`config.mk`:
```
export PLATFORM = sky130hd
export DESIGN_NAME = key_decoder
export DESIGN_NICKNAME = d
export VERILOG_FILES = /design/src/rtl/key_decoder.sv
export SDC_FILE = /design/constraint.sdc
export NUM_CORES = 1
export LEC_CHECK = 0
export CAP_MARGIN = 20
export CORE_ASPECT_RATIO = 0.5
export CORE_MARGIN = 2
export CORE_UTILIZATION = 30
export DETAILED_ROUTE_END_ITERATION = 6
export MAX_ROUTING_LAYER = met4
export PLACE_DENSITY_LB_ADDON = 0.05
export SLEW_MARGIN = 10
export SYNTH_ARGS = -nofsm -noshare
export SYNTH_HDL_FRONTEND = slang
export SYNTH_SLANG_ARGS = --single-unit
```
`constraint.sdc`:
```
create_clock -name clk -period 7.8 [get_ports clk]
set_clock_uncertainty 0.15 [all_clocks]
set_input_delay 1.95 -clock clk [delete_from_list [all_inputs] [get_ports clk]]
set_output_delay 1.95 -clock clk [all_outputs]
set_load 0.02 [all_outputs]
```
`src/rtl/key_decoder.sv`:
```
// PS/2 set-2 scan-code decoder producing per-player tank direction/fire controls.
// Tracks make/break per key, resolves direction conflicts, and pulses fire once per press.
module key_decoder #(
    parameter int unsigned PREFIX_TIMEOUT = 1000000
) (
    input  logic       clk,
    input  logic       reset,
    input  logic       scan_valid,
    input  logic [7:0] scan_code,
    input  logic       game_on,
    output logic       up1,
    output logic       down1,
    output logic       left1,
    output logic       right1,
    output logic       fire1,
    output logic       up2,
    output logic       down2,
    output logic       left2,
    output logic       right2,
    output logic       fire2,
    output logic [9:0] held_keys
);

    localparam int unsigned CW = (PREFIX_TIMEOUT > 1) ? $clog2(PREFIX_TIMEOUT) : 1;
    localparam logic [CW-1:0] CNT_LAST = CW'(PREFIX_TIMEOUT - 1);

    localparam logic [1:0] S_IDLE = 2'd0;
    localparam logic [1:0] S_E0   = 2'd1;
    localparam logic [1:0] S_F0   = 2'd2;
    localparam logic [1:0] S_E0F0 = 2'd3;

    logic [1:0]    state, state_next;
    logic [CW-1:0] cnt, cnt_next;
    logic [9:0]    held, held_next;
    logic [2:0]    last1, last1_next;   // {valid, dir}; dir 0=up 1=down 2=left 3=right
    logic [2:0]    last2, last2_next;
    logic [3:0]    dir1_q, dir2_q, dir1_next, dir2_next;
    logic          fire1_q, fire2_q, fire1_next, fire2_next;
    logic          dec_make, dec_brk, dec_ext;
    logic [4:0]    key;                 // {hit, index into held map}

    // Held-map index for a code; bit 4 clear means the code is not a game key.
    function automatic logic [4:0] map_key(input logic ext, input logic [7:0] code);
        logic [4:0] r;
        case ({ext, code})
            9'h01D:  r = {1'b1, 4'd0};
            9'h01B:  r = {1'b1, 4'd1};
            9'h01C:  r = {1'b1, 4'd2};
            9'h023:  r = {1'b1, 4'd3};
            9'h029:  r = {1'b1, 4'd4};
            9'h175:  r = {1'b1, 4'd5};
            9'h172:  r = {1'b1, 4'd6};
            9'h16B:  r = {1'b1, 4'd7};
            9'h174:  r = {1'b1, 4'd8};
            9'h05A:  r = {1'b1, 4'd9};
            default: r = '0;
        endcase
        return r;
    endfunction

    function automatic logic [1:0] prio(input logic [3:0] h);
        logic [1:0] r;
        if (h[0])      r = 2'd0;
        else if (h[1]) r = 2'd1;
        else if (h[2]) r = 2'd2;
        else           r = 2'd3;
        return r;
    endfunction

    // A fresh press takes over; releasing the tracked key falls back to fixed priority.
    function automatic logic [2:0] resolve(input logic [3:0] old_h, input logic [3:0] new_h,
                                           input logic [2:0] last);
        logic [3:0] pressed;
        logic [2:0] r;
        pressed = new_h & ~old_h;
        r = last;
        if (pressed != '0)
            r = {1'b1, prio(pressed)};
        else if (last[2] && !new_h[last[1:0]])
            r = (new_h != '0) ? {1'b1, prio(new_h)} : 3'b000;
        return r;
    endfunction

    function automatic logic [3:0] onehot(input logic en, input logic [2:0] last);
        logic [3:0] r;
        r = '0;
        if (en && last[2]) r[last[1:0]] = 1'b1;
        return r;
    endfunction

    always_comb begin
        state_next = state;
        cnt_next   = cnt;
        dec_make   = 1'b0;
        dec_brk    = 1'b0;
        dec_ext    = 1'b0;
        if (scan_valid) begin
            cnt_next = '0;
            case (state)
                S_IDLE: begin
                    if (scan_code == 8'hE0)      state_next = S_E0;
                    else if (scan_code == 8'hF0) state_next = S_F0;
                    else                         dec_make   = 1'b1;
                end
                S_E0: begin
                    if (scan_code == 8'hF0)      state_next = S_E0F0;
                    else if (scan_code != 8'hE0) begin
                        dec_make   = 1'b1;
                        dec_ext    = 1'b1;
                        state_next = S_IDLE;
                    end
                end
                S_F0: begin
                    if (scan_code == 8'hE0)      state_next = S_E0F0;
                    else if (scan_code != 8'hF0) begin
                        dec_brk    = 1'b1;
                        state_next = S_IDLE;
                    end
                end
                default: begin
                    if (scan_code != 8'hE0 && scan_code != 8'hF0) begin
                        dec_brk    = 1'b1;
                        dec_ext    = 1'b1;
                        state_next = S_IDLE;
                    end
                end
            endcase
        end else if (state == S_IDLE) begin
            cnt_next = '0;
        end else if (cnt == CNT_LAST) begin
            state_next = S_IDLE;
            cnt_next   = '0;
        end else begin
            cnt_next = cnt + 1'b1;
        end

        key       = map_key(dec_ext, scan_code);
        held_next = held;
        if (key[4] && dec_make) held_next[key[3:0]] = 1'b1;
        if (key[4] && dec_brk)  held_next[key[3:0]] = 1'b0;

        fire1_next = game_on && key[4] && dec_make && key[3:0] == 4'd4 && !held[4];
        fire2_next = game_on && key[4] && dec_make && key[3:0] == 4'd9 && !held[9];

        last1_next = resolve(held[3:0], held_next[3:0], last1);
        last2_next = resolve(held[8:5], held_next[8:5], last2);
        dir1_next  = onehot(game_on, last1_next);
        dir2_next  = onehot(game_on, last2_next);
    end

    always_ff @(posedge clk) begin
        if (reset) begin
            state   <= S_IDLE;
            cnt     <= '0;
            held    <= '0;
            last1   <= '0;
            last2   <= '0;
            dir1_q  <= '0;
            dir2_q  <= '0;
            fire1_q <= 1'b0;
            fire2_q <= 1'b0;
        end else begin
            state   <= state_next;
            cnt     <= cnt_next;
            held    <= held_next;
            last1   <= last1_next;
            last2   <= last2_next;
            dir1_q  <= dir1_next;
            dir2_q  <= dir2_next;
            fire1_q <= fire1_next;
            fire2_q <= fire2_next;
        end
    end

    assign {right1, left1, down1, up1} = dir1_q;
    assign {right2, left2, down2, up2} = dir2_q;
    assign fire1     = fire1_q;
    assign fire2     = fire2_q;
    assign held_keys = held;

endmodule
```
==> results of run 1 <==
==> layer usage <==
layer	vias up	global-route usage, %	part of all wire (%)
met5	-	-	0
met4	0	3.24	1.3
met3	11	3.87	2.6
met2	24	21.5	43
met1	1068	20.5	53
li1	1152	-	-
==> registers in the layout, indices dropped and copies added, names as in the netlist <==
signal     flops
held_keys     10
dir1_q         4
last1          3
cnt           20
last2          3
state          2
fire2          1
fire1          1
dir2_q         4
==> cells by family (layout without fill, tap and decap cells) <==
group,count (synthesis),after routing
flops,48,48
simple gates,145,145
mux,9,9
xor+xnor,19,19
fa+ha+maj,1,1
compound gates,60,60
buf+inv,17,47
==> cells in the mapped netlist (4+ instances only) <==
| master | number | area share [%] |
|---|---|---|
| nor2b_1 | 4 | 0.97 |
| o211ai_1 | 5 | 1.5 |
| o22a_1 | 5 | 1.7 |
| inv_1 | 8 | 1.2 |
| o21ai_0 | 6 | 1.2 |
| a21oi_1 | 14 | 2.7 |
| dfxtp_1 | 48 | 37 |
| xnor2_1 | 5 | 1.7 |
| nand3_1 | 14 | 2.7 |
| nand4_1 | 7 | 1.7 |
| nor2_1 | 55 | 8.0 |
| xor2_1 | 14 | 4.7 |
| mux2i_1 | 7 | 2.7 |
| nor3_1 | 6 | 1.2 |
| clkbuf_1 | 6 | 0.87 |
| nand2b_1 | 4 | 0.97 |
| nand2_1 | 17 | 2.5 |
==> power by group <==
group	switching, mW	internal [mW]
Sequential	0.000179	0.245
Combinational	0.0134	0.00914
Clock	0.0977	0.128
Total	0.111	0.382
==> per-stage QoR <==
| step | util (%) | area [sq um] | setup slack, ns | instances | hold slack (ns) |
|---|---|---|---|---|---|
| finish | 38.4 | 3140 | 2.99 | 441 | 0.318 |
| CTS | 38.4 | 3140 | 3.02 | 441 | 0.317 |
| global placement | 36.5 | 2980 | 2.68 | 433 | 0.293 |
| global route | 38.4 | 3140 | 2.78 | 441 | 0.354 |
| floorplan | - | 2580 | 3.55 | 299 | 0.280 |
| detailed placement | 36.5 | 2980 | 2.72 | 433 | 0.298 |
==> cells in the final DEF, fill, tap and decap left out, types with 4 or more instances in the layout <==
cell / instances
nor2_1: 55
dfxtp_1: 48
clkdlybuf4s50_1: 31
nand2_1: 17
xor2_1: 14
a21oi_1: 14
nand3_1: 14
inv_1: 8
nand4_1: 7
mux2i_1: 7
nor3_1: 6
o21ai_0: 6
o211ai_1: 5
o22a_1: 5
xnor2_1: 5
clkbuf_16: 5
nor2b_1: 4
nand2b_1: 4
==> path summary, 6_finish.rpt <==
check               start         to  slack (ns)  cells after the start
min                cnt[0]     cnt[0]        0.32                      1
max reg2reg      state[0]  dir1_q[0]        4.93                      8
min reg2reg        cnt[0]     cnt[0]        0.32                      1
max          scan_code[1]   last2[0]        2.99                      9
==> area by class of cell <==
cell class	count	area (sq um)
Fill cell	854	5030
Clock inverter	2	15.0
Inverter	8	30.0
Tap cell	112	140
Clock buffer	6	139
Sequential cell	48	961
Multi-Input combinational cell	234	1540
Timing Repair Buffer	31	310
==> results.ini, run 1 <==
[outcome]
status = completed

[cts]
cts_tree = done
hold_buffers = 0
clkTransAtPathRegs_ns = 0.07
cts-buffers-inserted = 5
clock_path_buffers = 2
clock_sinks = 48
clk_latency_ns = 0.29
root_buffer = clkbuf_16
h-tree-depth = 2
postCtsResizedCells = 0
post-cts-setup-buffer-count = 0

[synth]
synthMuxAreaShare_pct = 3.73
avgSynthCellArea_sq_um = 8.64
synth_xor_area_share_pct = 6.44
synth-edff-count = 0
synth_top_family_by_area = simple AND/OR/NAND/NOR gates
ys.flop_type = dfxtp_1
syn_nets = 312
synth_fa_ha_area_share_pct = 0.484
ys_ff_latch = 48
synth-compound-area-share_pct = 17.9
yosys.area_share.simple_pct = 31.2
netlist_instances = 299
ys_async_sr_fraction_pct = 0
syn_area_sq_um = 2580
ys_types = 65
ys_seq_area_share_pct = 37.2
synth_warnings = 0

[timing]
tightest_slew_ns = 0.785
setup_viol = 0
fin_crit_ns = 4.81
rsz0062_at_grt = no
fmax_mhz = 208
hold_viol = 0
finalSetupTns_ns = 0
slew_headroom_pct = 47.5
timing.final.crit_share_pct = 61.6
slew_viol_final = 0

[critical_path]
path_max_fanout = 9
crit_buf_inv = 1
path_delay_family = simple AND/OR/NAND/NOR gates
critPathMostFrequentCell = mux2i_1
crit_chain = clkdlybuf4s50_1, nand3b_2, or4_1, mux2i_1, mux2_2, o211ai_1, mux2i_1, o22a_1, nor2_1
slowest_stage = clkdlybuf4s50_1
cp.arrival_ns = 4.80
slowest_delay_ns = 0.74
setup.worst_path.start_class = input pin
crit_path_end_kind = flip-flop
critPathRequiredTime_ns = 7.79
critPathKind = in2reg

[power_and_ir_drop]
vdd.ir_drop.worst_mv = 0.0752
leakagePower_nw = 1.04
power.density_nw_per_um2 = 157
power.total_mw = 0.493

[layout]
antenna_cells = 0
drive_above_1_share_pct = 7.60
final_nets = 341
area_delta_synth_final_pct = 21.5

[floorplanning]
die_w_um = 135
rows = 23
dieArea_sq_um = 9420
core_area_sq_um = 8170
io_pins = 32
die_h_um = 69.6
start_util_pct = 31.6

[grt]
grt_pass1_vias = 2116
grt_max_degree = 21
antenna_found_initial = 0
grt_overflow = 0
grt_usage_pct = 14.8
grt_pass1_wl_um = 10800

[place]
port-buffer-count = 31
hpwl_um = 4850
gp_congestion = 0.810

[detailed_routing]
drc = 0
drt-total-wl_um = 6520
routedWlPerCell_um = 14.8
vias_per_cell = 5.11
drt-pass1-iter-count = 4
postRouteAntennaNets = 0
drtIter0Drc = 115
vias = 2255

[worst_hold_path]
hold_path.class = reg2reg

[flow_run]
drv_cap = 0

(Power assumes the default switching activity.)
==> run 2, diff against run 1 <==
==> constraint.sdc (replaced) <==
create_clock -name clk -period 4.2 [get_ports clk]
set_clock_uncertainty 0.15 [all_clocks]
set_input_delay 1.05 -clock clk [delete_from_list [all_inputs] [get_ports clk]]
set_output_delay 1.05 -clock clk [all_outputs]
set_load 0.02 [all_outputs]
==> results.ini, run 2 (synthesis gave the netlist of run 1 again) <==
[place]
hpwl_um = 4960  ; was 4850 um
port-buffer-count = 31  ; unchanged
gp_congestion = 0.847  ; was 0.810
postPlaceCellArea_sq_um = 3040  ; was 2980 sq um

[timing]
rsz0062_at_grt = no  ; unchanged
fmax_mhz = 259
hold_viol = 0  ; unchanged
tightest_slew_ns = 0.708  ; was 0.785 ns
finalSetupTns_ns = 0  ; unchanged
slew_viol_final = 0  ; unchanged
slew_headroom_pct = 52.8  ; was 47.5%
timing.final.crit_share_pct = 92.0
setup_viol = 0  ; unchanged
fin_crit_ns = 3.87

[critical_path]
path_delay_family = compound AO/OA/AOI/OAI gates  ; was simple AND/OR/NAND/NOR gates
slowest_stage = clkdlybuf4s50_1  ; unchanged
crit_chain = clkdlybuf4s50_1, nor3b_2, o2111ai_2, a211oi_2, mux2i_1, o211ai_1, nand4b_1, o31a_1, nor4b_1  ; was clkdlybuf4s50_1, nand3b_2, or4_1, mux2i_1, mux2_2, o211ai_1, mux2i_1, o22a_1, nor2_1
critPathRequiredTime_ns = 4.23  ; was 7.79 ns
cp.arrival_ns = 3.90  ; was 4.80 ns
critPathKind = in2reg  ; unchanged
path_max_fanout = 9  ; unchanged
crit_buf_inv = 1  ; unchanged
slowest_delay_ns = 0.67  ; was 0.74 ns
setup.worst_path.start_class = input pin  ; unchanged
crit_path_end_kind = flip-flop  ; unchanged

[layout]
area_delta_synth_final_pct = 23.5  ; was 21.5%
fill_cells = 841  ; was 854
layout_commonest_cell = nor2_1  ; unchanged
final_area_sq_um = 3190  ; was 3140 sq um
multi_input_area_sq_um = 1540  ; unchanged
top_register = cnt  ; unchanged
drive_above_1_share_pct = 9.52  ; was 7.60%
postLayoutCoreUtil_pct = 39.1  ; was 38.4%
final_nets = 349  ; was 341
largest_register_ff_count = 20  ; unchanged
final_cell_mix = nor2_1, dfxtp_1, clkdlybuf4s50_1  ; unchanged
seqCellArea_sq_um = 961  ; unchanged
antenna_cells = 0  ; unchanged

[floorplanning]
die_w_um = 135  ; unchanged
core_area_sq_um = 8170  ; unchanged
die_h_um = 69.6  ; unchanged
start_util_pct = 31.6  ; unchanged
dieArea_sq_um = 9420  ; unchanged
io_pins = 32  ; unchanged
rows = 23  ; unchanged

[cts]
h-tree-depth = 2  ; unchanged
post-cts-setup-buffer-count = 0  ; unchanged
root_buffer = clkbuf_16  ; unchanged
cts-buffers-inserted = 5  ; unchanged
postCtsResizedCells = 0  ; unchanged
clock_path_buffers = 2  ; unchanged
cts_tree = done  ; unchanged
clkTransAtPathRegs_ns = 0.06  ; was 0.07 ns
clock_sinks = 48  ; unchanged
hold_buffers = 0  ; unchanged
clk_latency_ns = 0.28  ; was 0.29 ns

[grt]
met2_usage_pct = 23.2  ; was 21.5%
antenna_found_initial = 0  ; unchanged
grt_use_met3_pct = 3.58  ; was 3.87%
grt_pass1_vias = 2268  ; was 2,116
grt_max_degree = 21  ; unchanged
grt_pass1_wl_um = 11000  ; was 10,800 um
grt_overflow = 0  ; unchanged
grt_usage_pct = 14.9  ; was 14.8%
globalRouteMet1Util_pct = 19.8  ; was 20.5%
grt-busiest-layer = met2  ; unchanged

[power_and_ir_drop]
power.density_nw_per_um2 = 283  ; was 157 nW/um^2
power.total_mw = 0.904  ; was 0.493 mW
leakagePower_nw = 1.08  ; was 1.04 nW
vdd.ir_drop.worst_mv = 0.171  ; was 0.0752 mV

[detailed_routing]
drt-pass1-iter-count = 4  ; unchanged
postRouteAntennaNets = 0  ; unchanged
routedWlPerCell_um = 14.2  ; was 14.8 um
vias = 2304  ; was 2,255
drt-total-wl_um = 6360  ; was 6520 um
vias_per_cell = 5.14  ; was 5.11
drtIter0Drc = 121  ; was 115
drc = 0  ; unchanged

[flow_run]
drv_cap = 0  ; unchanged

[outcome]
status = completed  ; unchanged

[worst_hold_path]
hold_path.class = reg2reg  ; unchanged

-- run 2: cell type report --
class | count | area share [%]
Sequential cell | 48 | 30.1
Timing Repair Buffer | 39 | 11.6
Clock buffer | 6 | 4.35
Tap cell | 112 | 4.39
Inverter | 8 | 0.941
Clock inverter | 1 | 0.274
Multi-Input combinational cell | 234 | 48.3
-- run 2: stage by stage --
| stage | worst slack (ns) | cells | hold WS (ns) |
|---|---|---|---|
| global route | 0.0928 | 448 | 0.355 |
| global placement | 0.106 | 441 | 0.298 |
| finish | 0.335 | 448 | 0.307 |
| detailed placement | 0.00514 | 441 | 0.304 |
| CTS | 0.308 | 448 | 0.320 |
| floorplan | 0.853 | 299 | 0.280 |
-- run 2: path summary, 6_finish.rpt --
kind | from | to | cells after the start | slack [ns]
setup reg to reg | state[0] | dir1_q[0] | 8 | 1.34
setup / recovery | scan_code[0] | dir1_q[0] | 9 | 0.33
hold reg to reg | held_keys[4] | fire1 | 1 | 0.31
hold / removal | held_keys[4] | fire1 | 1 | 0.31
-- run 2: report_power, final --
part / internal (mW) / switching (mW) / total, mW
clock: 0.235 / 0.169 / 0.403
sequential: 0.455 / 0.000282 / 0.456
combinational: 0.0193 / 0.0256 / 0.0449
total: 0.709 / 0.194 / 0.904
-- run 2: metal layers --
layer	vias to the layer above	wire [um]
met5	-	0
met4	0	52
met3	6	230
met2	42	2840
met1	1083	3230
li1	1173	-
